**src/rtl/gfx_pkg.sv**
```systemverilog
// Shared definitions for the pixel write path: Kbus field layout, FSM
// state encoding and default framebuffer geometry.
package gfx_pkg;

  localparam int KBUS_W  = 24;
  localparam int X_MSB   = 23;
  localparam int X_LSB   = 16;
  localparam int Y_MSB   = 15;
  localparam int Y_LSB   = 8;
  localparam int COL_MSB = 7;
  localparam int COL_LSB = 0;

  localparam int DEF_FB_WIDTH  = 160;
  localparam int DEF_FB_HEIGHT = 120;

  typedef enum logic [1:0] {
    ST_IDLE = 2'd0,
    ST_CALC = 2'd1,
    ST_REQ  = 2'd2
  } pw_state_e;

endpackage

```
**src/rtl/pixel_fifo.sv**
```systemverilog
// Small synchronous FIFO for pixel commands. The head entry is visible on
// dout whenever the FIFO is non-empty; pop advances to the next entry.
module pixel_fifo #(
  parameter int WIDTH = 24,
  parameter int DEPTH = 4
) (
  input  logic             clk,
  input  logic             rst,
  input  logic             push,
  input  logic [WIDTH-1:0] din,
  input  logic             pop,
  output logic             full,
  output logic             empty,
  output logic [WIDTH-1:0] dout
);

  localparam int PTR_W = $clog2(DEPTH);

  logic [PTR_W-1:0] wr_ptr_q, wr_ptr_d;
  logic [PTR_W-1:0] rd_ptr_q, rd_ptr_d;
  logic [PTR_W:0]   count_q, count_d;
  logic             push_ok;
  logic             pop_ok;
  logic [WIDTH-1:0] entries [DEPTH];

  // Full/empty come from occupancy before this cycle's pop, so a push
  // into a full FIFO is refused even if the head leaves on the same edge.
  assign full    = (count_q == (PTR_W+1)'(DEPTH));
  assign empty   = (count_q == '0);
  assign push_ok = push && !full;
  assign pop_ok  = pop && !empty;
  assign dout    = entries[rd_ptr_q];

  for (genvar gi = 0; gi < DEPTH; gi++) begin : g_entry
    logic [WIDTH-1:0] entry_q;

    always_ff @(posedge clk) begin
      if (push_ok && (wr_ptr_q == PTR_W'(gi))) begin
        entry_q <= din;
      end
    end

    assign entries[gi] = entry_q;
  end

  always_comb begin
    wr_ptr_d = wr_ptr_q;
    rd_ptr_d = rd_ptr_q;
    count_d  = count_q;
    if (push_ok) begin
      wr_ptr_d = wr_ptr_q + PTR_W'(1);
    end
    if (pop_ok) begin
      rd_ptr_d = rd_ptr_q + PTR_W'(1);
    end
    case ({push_ok, pop_ok})
      2'b10:   count_d = count_q + (PTR_W+1)'(1);
      2'b01:   count_d = count_q - (PTR_W+1)'(1);
      default: count_d = count_q;
    endcase
  end

  always_ff @(posedge clk) begin
    if (rst) begin
      wr_ptr_q <= '0;
      rd_ptr_q <= '0;
      count_q  <= '0;
    end else begin
      wr_ptr_q <= wr_ptr_d;
      rd_ptr_q <= rd_ptr_d;
      count_q  <= count_d;
    end
  end

endmodule

```
**src/rtl/pixel_writer.sv**
```systemverilog
// Takes DPU pixel commands, clips off-screen ones, and writes on-screen
// pixels to the framebuffer over a req/ack handshake.
module pixel_writer
  import gfx_pkg::*;
#(
  parameter int FB_WIDTH   = DEF_FB_WIDTH,
  parameter int FB_HEIGHT  = DEF_FB_HEIGHT,
  parameter int FIFO_DEPTH = 4,
  parameter int ADDR_W     = 15
) (
  input  logic              clk,
  input  logic              rst,
  input  logic [KBUS_W-1:0] kbus,
  input  logic              out_enable,
  output logic              busy,
  output logic              fb_req,
  output logic [ADDR_W-1:0] fb_addr,
  output logic [7:0]        fb_data,
  input  logic              fb_ack,
  output logic              overflow,
  output logic [15:0]       pix_written,
  output logic [15:0]       pix_clipped
);

  pw_state_e         state_q, state_d;
  logic [KBUS_W-1:0] hold_q, hold_d;
  logic [ADDR_W-1:0] fb_addr_q, fb_addr_d;
  logic [7:0]        fb_data_q, fb_data_d;
  logic              fb_req_q, fb_req_d;
  logic              overflow_q, overflow_d;
  logic [15:0]       pix_written_q, pix_written_d;
  logic [15:0]       pix_clipped_q, pix_clipped_d;

  logic              fifo_full;
  logic              fifo_empty;
  logic              fifo_pop;
  logic [KBUS_W-1:0] fifo_dout;

  logic [7:0]        hold_x;
  logic [7:0]        hold_y;
  logic [7:0]        hold_col;
  logic              off_screen;
  logic [ADDR_W-1:0] lin_addr;

  pixel_fifo #(
    .WIDTH (KBUS_W),
    .DEPTH (FIFO_DEPTH)
  ) u_fifo (
    .clk   (clk),
    .rst   (rst),
    .push  (out_enable),
    .din   (kbus),
    .pop   (fifo_pop),
    .full  (fifo_full),
    .empty (fifo_empty),
    .dout  (fifo_dout)
  );

  assign fifo_pop   = (state_q == ST_IDLE) && !fifo_empty;
  assign hold_x     = hold_q[X_MSB:X_LSB];
  assign hold_y     = hold_q[Y_MSB:Y_LSB];
  assign hold_col   = hold_q[COL_MSB:COL_LSB];
  assign off_screen = (32'(hold_x) >= FB_WIDTH) || (32'(hold_y) >= FB_HEIGHT);
  assign lin_addr   = ADDR_W'(hold_y) * ADDR_W'(FB_WIDTH) + ADDR_W'(hold_x);

  assign overflow_d = overflow_q || (out_enable && fifo_full);

  always_comb begin
    state_d       = state_q;
    hold_d        = hold_q;
    fb_addr_d     = fb_addr_q;
    fb_data_d     = fb_data_q;
    fb_req_d      = fb_req_q;
    pix_written_d = pix_written_q;
    pix_clipped_d = pix_clipped_q;

    case (state_q)
      ST_IDLE: begin
        if (fifo_pop) begin
          hold_d  = fifo_dout;
          state_d = ST_CALC;
        end
      end
      ST_CALC: begin
        if (off_screen) begin
          if (pix_clipped_q != 16'hFFFF) begin
            pix_clipped_d = pix_clipped_q + 16'd1;
          end
          state_d = ST_IDLE;
        end else begin
          fb_addr_d = lin_addr;
          fb_data_d = hold_col;
          state_d   = ST_REQ;
        end
      end
      ST_REQ: begin
        // fb_req rises one cycle after entering REQ, so address and data
        // have been stable for a full cycle before the request is seen.
        if (!fb_req_q) begin
          fb_req_d = 1'b1;
        end else if (fb_ack) begin
          fb_req_d = 1'b0;
          if (pix_written_q != 16'hFFFF) begin
            pix_written_d = pix_written_q + 16'd1;
          end
          state_d = ST_IDLE;
        end
      end
      default: begin
        fb_req_d = 1'b0;
        state_d  = ST_IDLE;
      end
    endcase
  end

  always_ff @(posedge clk) begin
    if (rst) begin
      state_q       <= ST_IDLE;
      hold_q        <= '0;
      fb_addr_q     <= '0;
      fb_data_q     <= '0;
      fb_req_q      <= 1'b0;
      overflow_q    <= 1'b0;
      pix_written_q <= '0;
      pix_clipped_q <= '0;
    end else begin
      state_q       <= state_d;
      hold_q        <= hold_d;
      fb_addr_q     <= fb_addr_d;
      fb_data_q     <= fb_data_d;
      fb_req_q      <= fb_req_d;
      overflow_q    <= overflow_d;
      pix_written_q <= pix_written_d;
      pix_clipped_q <= pix_clipped_d;
    end
  end

  assign busy        = fifo_full;
  assign fb_req      = fb_req_q;
  assign fb_addr     = fb_addr_q;
  assign fb_data     = fb_data_q;
  assign overflow    = overflow_q;
  assign pix_written = pix_written_q;
  assign pix_clipped = pix_clipped_q;

endmodule

```
**config.mk**
```make
export PLATFORM = sky130hd
export DESIGN_NAME = pixel_writer
export DESIGN_NICKNAME = d
export VERILOG_FILES = /design/src/rtl/gfx_pkg.sv /design/src/rtl/pixel_fifo.sv /design/src/rtl/pixel_writer.sv
export SDC_FILE = /design/constraint.sdc
export NUM_CORES = 1
export LEC_CHECK = 0
export CAP_MARGIN = 20
export CORE_UTILIZATION = 45
export DETAILED_ROUTE_END_ITERATION = 12
export PLACE_DENSITY = 0.66
export SYNTH_ARGS = -nofsm -noshare
export SYNTH_HDL_FRONTEND = slang
export SYNTH_SLANG_ARGS = --single-unit
export TNS_END_PERCENT = 10
```
**constraint.sdc**
```tcl
create_clock -name clk -period 2.6 [get_ports clk]
set_input_delay 0.52 -clock clk [delete_from_list [all_inputs] [get_ports clk]]
set_output_delay 0.52 -clock clk [all_outputs]
set_load 0.1 [all_outputs]
```
## Yosys cells after proc, flatten, opt, wreduce, memory -nomap -nowiden

Cells that the tools add are included.

| storage, ports and cells | value |
|---|---|
| bits in registers | 186 |
| input port bits | 28 |
| output and inout bits | 58 |
| word-level logic and storage cells | 75 |

| cells by class | value |
|---|---|
| $add $sub $neg | 7 |
| multiply operators | 1 |
| $lt $le $gt $ge | 3 |
| equality and inequality tests | 13 |
| multiplexer cells | 12 |
| bitwise operators | 2 |
| reductions and logical operators | 22 |

Operators with widths:

| kind | number |
|---|---|
| binary-select mux 24 bit (select 2 bit) | 1 |
| 2-to-1 mux 24 bit | 2 |
| adder 16 x 1 -> 16 bit (second input constant) | 2 |
| inequality test 16 bit (second input constant) | 2 |
| adder 15 x 8 -> 15 bit | 1 |
| multiplier 8 x 3 -> 10 bit (second input constant) | 1 |
| equality test 2 bit (second input constant) | 4 |
| >= comparator 8 x 7 -> 1 bit (second input constant) | 1 |
| >= comparator 8 bit (second input constant) | 1 |
| logical AND 1 bit | 8 |
| 2-to-1 mux 2 bit | 4 |
| equality test 2 x 1 -> 1 bit (second input constant) | 3 |
| case mux 2 bit (3 select lines) | 1 |
| case mux 3 bit (2 select lines) | 1 |
| AND reduction 3 bit | 2 |
| adder 2 x 1 -> 2 bit (second input constant) | 2 |
| logical NOT 2 bit | 2 |
| inequality test 2 bit (second input constant) | 2 |
| AND reduction 2 bit | 2 |
| AND reduction 4 bit | 1 |
| adder 3 x 1 -> 3 bit (second input constant) | 1 |
| equality test 3 bit (second input constant) | 1 |
| >= comparator 3 bit (second input constant) | 1 |
| logical NOT 3 bit | 1 |
| other kinds (10) | 13 |

## Logic depth before layout (Yosys ltp)

| logic depth | value |
|---|---|
| depth in word-level cells | 6 |
| mapped depth | 11 |
| gate-level depth less buffers | 10 |

## Hierarchy

A second synthesis with hierarchy kept.

| second synthesis, totals | value |
|---|---|
| cell total of the unflattened synthesis | 641 |
| area, all modules | 7870.0 µm² |

By module, submodules not included:

| module | instances | cells each | area each (µm²) | seq. area each (µm²) |
|---|---|---|---|---|
| pixel_writer | 1 | 465 | 3940.0 | 1661.6 |
| pixel_fifo | 1 | 176 | 3930.0 | 3022.9 |

## Least setup slack after synthesis

No wires, ideal clock.

| timing | value |
|---|---|
| path kind | reg2reg |
| start point | register u_fifo.count_q[0] |
| end point | register u_fifo.count_q[2] |
| setup time | 71 ps |
| arrival | 2705 ps |
| required time | 2529 ps |
| path slack | -176 ps |
| stages on the path, launching flop included | 12 |
| buffers on the path | 1 |
| period minus slack after synthesis | 2776 ps |
| cells stage by stage | dfxtp_1 inv_1 and3_1 nor2b_1 clkbuf_1 inv_1 ha_1 inv_1 fa_1 xor2_1 or3_1 a21oi_1 |

| between the ends | value |
|---|---|
| elaborated cells on any way between the ends | 13 |
| classes of those cells | add/sub: 2; eq/ne: 3; mux: 1; reduce/logical: 7 |

RTL lines:

| element | RTL line | text |
|---|---|---|
| from (decl) | pixel_fifo.sv:21 | `logic [PTR_W:0] count_q, count_d;` |
| from (signal assigned) | pixel_fifo.sv:71 | `count_q <= count_d;` |
| equality test 3 bit * | pixel_fifo.sv:28 | `assign full = (count_q == (PTR_W+1)'(DEPTH));` |
| net busy | pixel_writer.sv:15 | `output logic busy,` |
| logical NOT 1 bit * | pixel_fifo.sv:30 | `assign push_ok = push && !full;` |
| logical AND 1 bit * | pixel_fifo.sv:30 |  |
| equality test 2 x 1 -> 1 bit / equality test 2 bit (equally long branches) | pixel_fifo.sv:56 | `case ({push_ok, pop_ok})` |
| case mux 3 bit (2 select lines) / nonzero test 2 bit (equally long branches) | - |  |

The timed path passes the listed nets; every way through them passes the cells marked *.
A chain may end at the register's enable or synchronous reset.

## Worst setup path in the final report

| timing | value |
|---|---|
| start point | register hold_q[11] |
| end point | register fb_addr_q[14] (netlist: fb_addr[14]) |

| between the ends | value |
|---|---|
| cells in the longest elaborated chain, start to end | 4 |
| elaborated cells on any way between the ends | 6 |
| classes of those cells | add/sub: 1; mul: 1; order compare: 1; bitwise: 1; reduce/logical: 2 |

Ends and longest elaborated chain:

| element | RTL line | text |
|---|---|---|
| from (decl) | pixel_writer.sv:26 | `logic [KBUS_W-1:0] hold_q, hold_d;` |
| from (signal assigned) | pixel_writer.sv:128 | `hold_q <= hold_d;` |
| branches (longest 4 deep; another with adder 15 x 8 -> 15 bit) | - |  |
| to (signal assigned) | pixel_writer.sv:129 | `fb_addr_q <= fb_addr_d;` |
| to (decl) | pixel_writer.sv:27 | `logic [ADDR_W-1:0] fb_addr_q, fb_addr_d;` |

Parallel ways; which one is timed is not known.

==> run_results.csv <==
group,metric,value,unit
critical_path,crit_chain,"ha_1 -> ha_1 -> fa_2 -> o211a_1 -> nand3_1 -> nor3_2 -> a31oi_1 -> nor4_1",
clocking,cts-buffers-inserted,17,
grt,grt_pass1_vias,5066,
critical_path,r2r_cells,8,
critical_path,worstSetupStartpoint,"hold_q[11]",
flow_run,cap_violations,0,
route,vias,5146,
placed_design,place_congestion,0.813,
sta,setup_tns,0,ps
yosys,syn_area,0.00784,sq mm
sta,worstMarginPinSlew,580,ps
critical_path,rrSetupSlack,160,ps
critical_path,cp_slowest_stage_delay,580,ps
route,drc,0,
yosys,ys.flop_type,"edfxtp_1",
critical_path,path_depth,8,
clocking,tritoncts,"done",
clocking,clockBufferDepth,2,
yosys,synth_edf_count,96,
yosys,yosysTopAreaCellShare,36.8,%
die,start_util,46.6,%
critical_path,arrival,2770,ps
critical_path,start_kind,"flop",
placed_design,io_buffers,85,
final_layout,finalInstanceArea,0.00949,sq mm
route,firstDrtPassIters,4,
route,drt_iter0_drc,274,
grt,antenna_found_initial,0,
pwr,power_density,1000,mW/mm^2
route,via_per_inst,5.32,
yosys,synthesis.nets,695,
sta,fin_crit,2440,ps
yosys,ys_warn_count,0,
clocking,clockRootBuffer,"clkbuf_16",
route,wl_per_cell,15.8,um
yosys,yosys.area_share.simple,13.3,%
yosys,synth_area_leaders,"edfxtp_1, dfxtp_1, mux4_2, nand2_1, a21oi_1",
sta,max-slew-margin-rel,61.3,%
placed_design,dp_slack,83.0,ps
clocking,numClockSinks,186,
pwr,p_leak,3.40,nW
sta,finalCritPeriodShare,93.7,%
critical_path,cp-endpoint,"fb_addr[14]",
pwr,power.total,0.00951,W
critical_path,worstReg2RegStart,"hold_q[11]",
status,outcome,"completed",
final_layout,syn_to_final_growth,21.0,%
final_layout,antenna_cells,0,
placed_design,post-dp-hpwl,10500,um
sta,fmax,0.410,GHz
yosys,yosys.cell_types.count,63,
yosys,synth.avg_cell_area,12.2,sq um
critical_path,path_delay_family,"adder cells",
yosys,netlist_instances,642,
critical_path,cp_common_cell,"ha_1",
critical_path,critPathCaptureType,"flop",
die,core_area,0.0168,sq mm
pwr,vdd_drop_max,707,uV
route,antenna_left,0,
yosys,synth.most_common_cell,"edfxtp_1",
clocking,insertion_delay,430,ps
critical_path,cp.required,2940,ps
critical_path,reg2reg_to,"fb_addr[14]",
final_layout,drive_gt1_share,21.1,%
sta,finalHoldViolCount,0,
die,io_pins,86,
clocking,post_cts_buffers,0,
critical_path,worstSetupPathType,"reg2reg",
critical_path,cp_slowest_cell,"fa_2",
yosys,synth_xor_area_share,3.58,%
critical_path,cp.buffers_inverters,0,
route,routed_wirelength,15300,um
die,die-area,0.0180,sq mm
yosys,synthArstFlopShare,0,%
die,rows,47,
die,die_x,134,um
yosys,ys_ff_latch,186,
yosys,synth_fa_ha_area_share,4.28,%
grt,grt_pass1_wl,25200,um
placed_design,place_area,0.00889,sq mm
clocking,htreeDepth,4,
yosys,synth_top_area_cell,"edfxtp_1",
die,die_y,134,um
grt,grt_start_max_net_pins,38,
yosys,synth_top_family_by_area,"simple AND/OR/NAND/NOR gates",
grt,grt.overflow.total,0,
sta,setup_viol,0,
sta,setup_ws,163,ps
sta,whs,447,ps
yosys,synth_common_cells,"edfxtp_1, dfxtp_1, nand2_1",
critical_path,crit_fanout,5,
hold_path,hold_path.class,"reg2reg",
yosys,synthMuxAreaShare,8.14,%
sta,finClkSkew,9.65,ps
sta,drv_slew,0,
grt,track_usage,18.2,%
yosys,synth_compound_area_share,8.49,%
clocking,path_clk_slew,70,ps
yosys,yosysSeqAreaShare,59.8,%
final_layout,nets,788,
-- report_power, final --
group	total [W]	switching (W)	internal [W]
registers	0.00382	0.000262	0.00356
clock network	0.00250	0.00115	0.00136
logic	0.00319	0.00204	0.00115
total	0.00951	0.00345	0.00607
-- layout by cell type, fill, tap and decap left out, types with 4 or more instances in the layout --
| cell | n |
|---|---|
| edfxtp_1 | 96 |
| dfxtp_1 | 90 |
| nand2_1 | 89 |
| buf_4 | 72 |
| a21oi_1 | 56 |
| nor2_1 | 53 |
| xnor2_1 | 26 |
| clkdlybuf4s50_1 | 26 |
| mux4_2 | 24 |
| ha_1 | 22 |
| clkbuf_16 | 17 |
| a211oi_1 | 16 |
| inv_1 | 15 |
| nand3_1 | 14 |
| nor2b_1 | 9 |
| o21ai_0 | 7 |
| and2_1 | 6 |
| xor2_1 | 5 |
| nand4_1 | 5 |
| inv_8 | 5 |
| buf_12 | 5 |
| nor3_1 | 4 |
| nand2b_1 | 4 |
| and4_1 | 4 |
| mux2_1 | 4 |
-- layout make-up --
type	instances	area (sq um)
Fill cell	1396	7330
Sequential cell	186	4680
Multi-Input combinational cell	410	2980
Timing Repair Buffer	104	906
Clock buffer	17	425
Tap cell	220	275
Clock inverter	15	153
Inverter	16	60.1
-- worst min path at each step --
| stage | start | to | slack [ps] | cells after the start |
|---|---|---|---|---|
| finish | hold_q[1] | fb_data[1] | 450 | 2 |
| global route | hold_q[2] | hold_q[2] | 470 | 2 |
| CTS | hold_q[1] | fb_data[1] | 450 | 2 |
| detailed placement | hold_q[2] | fb_data[2] | 440 | 2 |
| global placement | hold_q[6] | fb_data[6] | 440 | 2 |
| floorplan | hold_q[16] | fb_addr[0] | 430 | 2 |
-- logic make-up (layout without fill, tap and decap cells) --
family,count (synthesis),count (layout)
simple gates,215,215
xor+xnor,32,32
compound gates,105,105
fa+ha+maj,25,25
buf+inv,46,152
flops,186,186
mux,33,33
-- sequential cells by signal, indices dropped and copies added, names as in the netlist --
register and cells:
fb_addr 15, fb_data 8, fb_req 1, hold_q 24, overflow 1, pix_clipped 16, pix_written 16, state_q 2
u_fifo.count_q 3, u_fifo.g_entry.entry_q 96, u_fifo.rd_ptr_q 2, u_fifo.wr_ptr_q 2
-- worst min-delay path, stage by stage (launching register included) --
cell     delay [ps]
dfxtp_1         310
nand2_1          50
a21oi_1          50
-- per-layer routing --
metal  share of wire [%]  global-route usage, %  wire length (um)  vias to the layer above
met2                  48                   29.3              7330                      117
met1                  46                   24.0              7070                     2492
met5                   0                      0                 0                        -
met3                 4.2                   3.97               640                       22
li1                    -                      -                 -                     2515
met4                 1.8                   7.01               272                        0
-- stage by stage --
step | instances | utilization, %
2_1_floorplan | 642 | -
6_report | 968 | 56.4
3_5_place_dp | 936 | 52.8
4_1_cts | 968 | 56.3
3_3_place_gp | 936 | 52.8
5_1_grt | 968 | 56.4
-- repair_timing --
| action | 4_1_cts | 5_1_grt |
|---|---|---|
| resized for setup | 0 | 4 |
| hold buffers | 0 | 0 |
| endpoints found under the setup margin | 0 | 3 |
No activity file was read; power rests on OpenSTA's default activity.
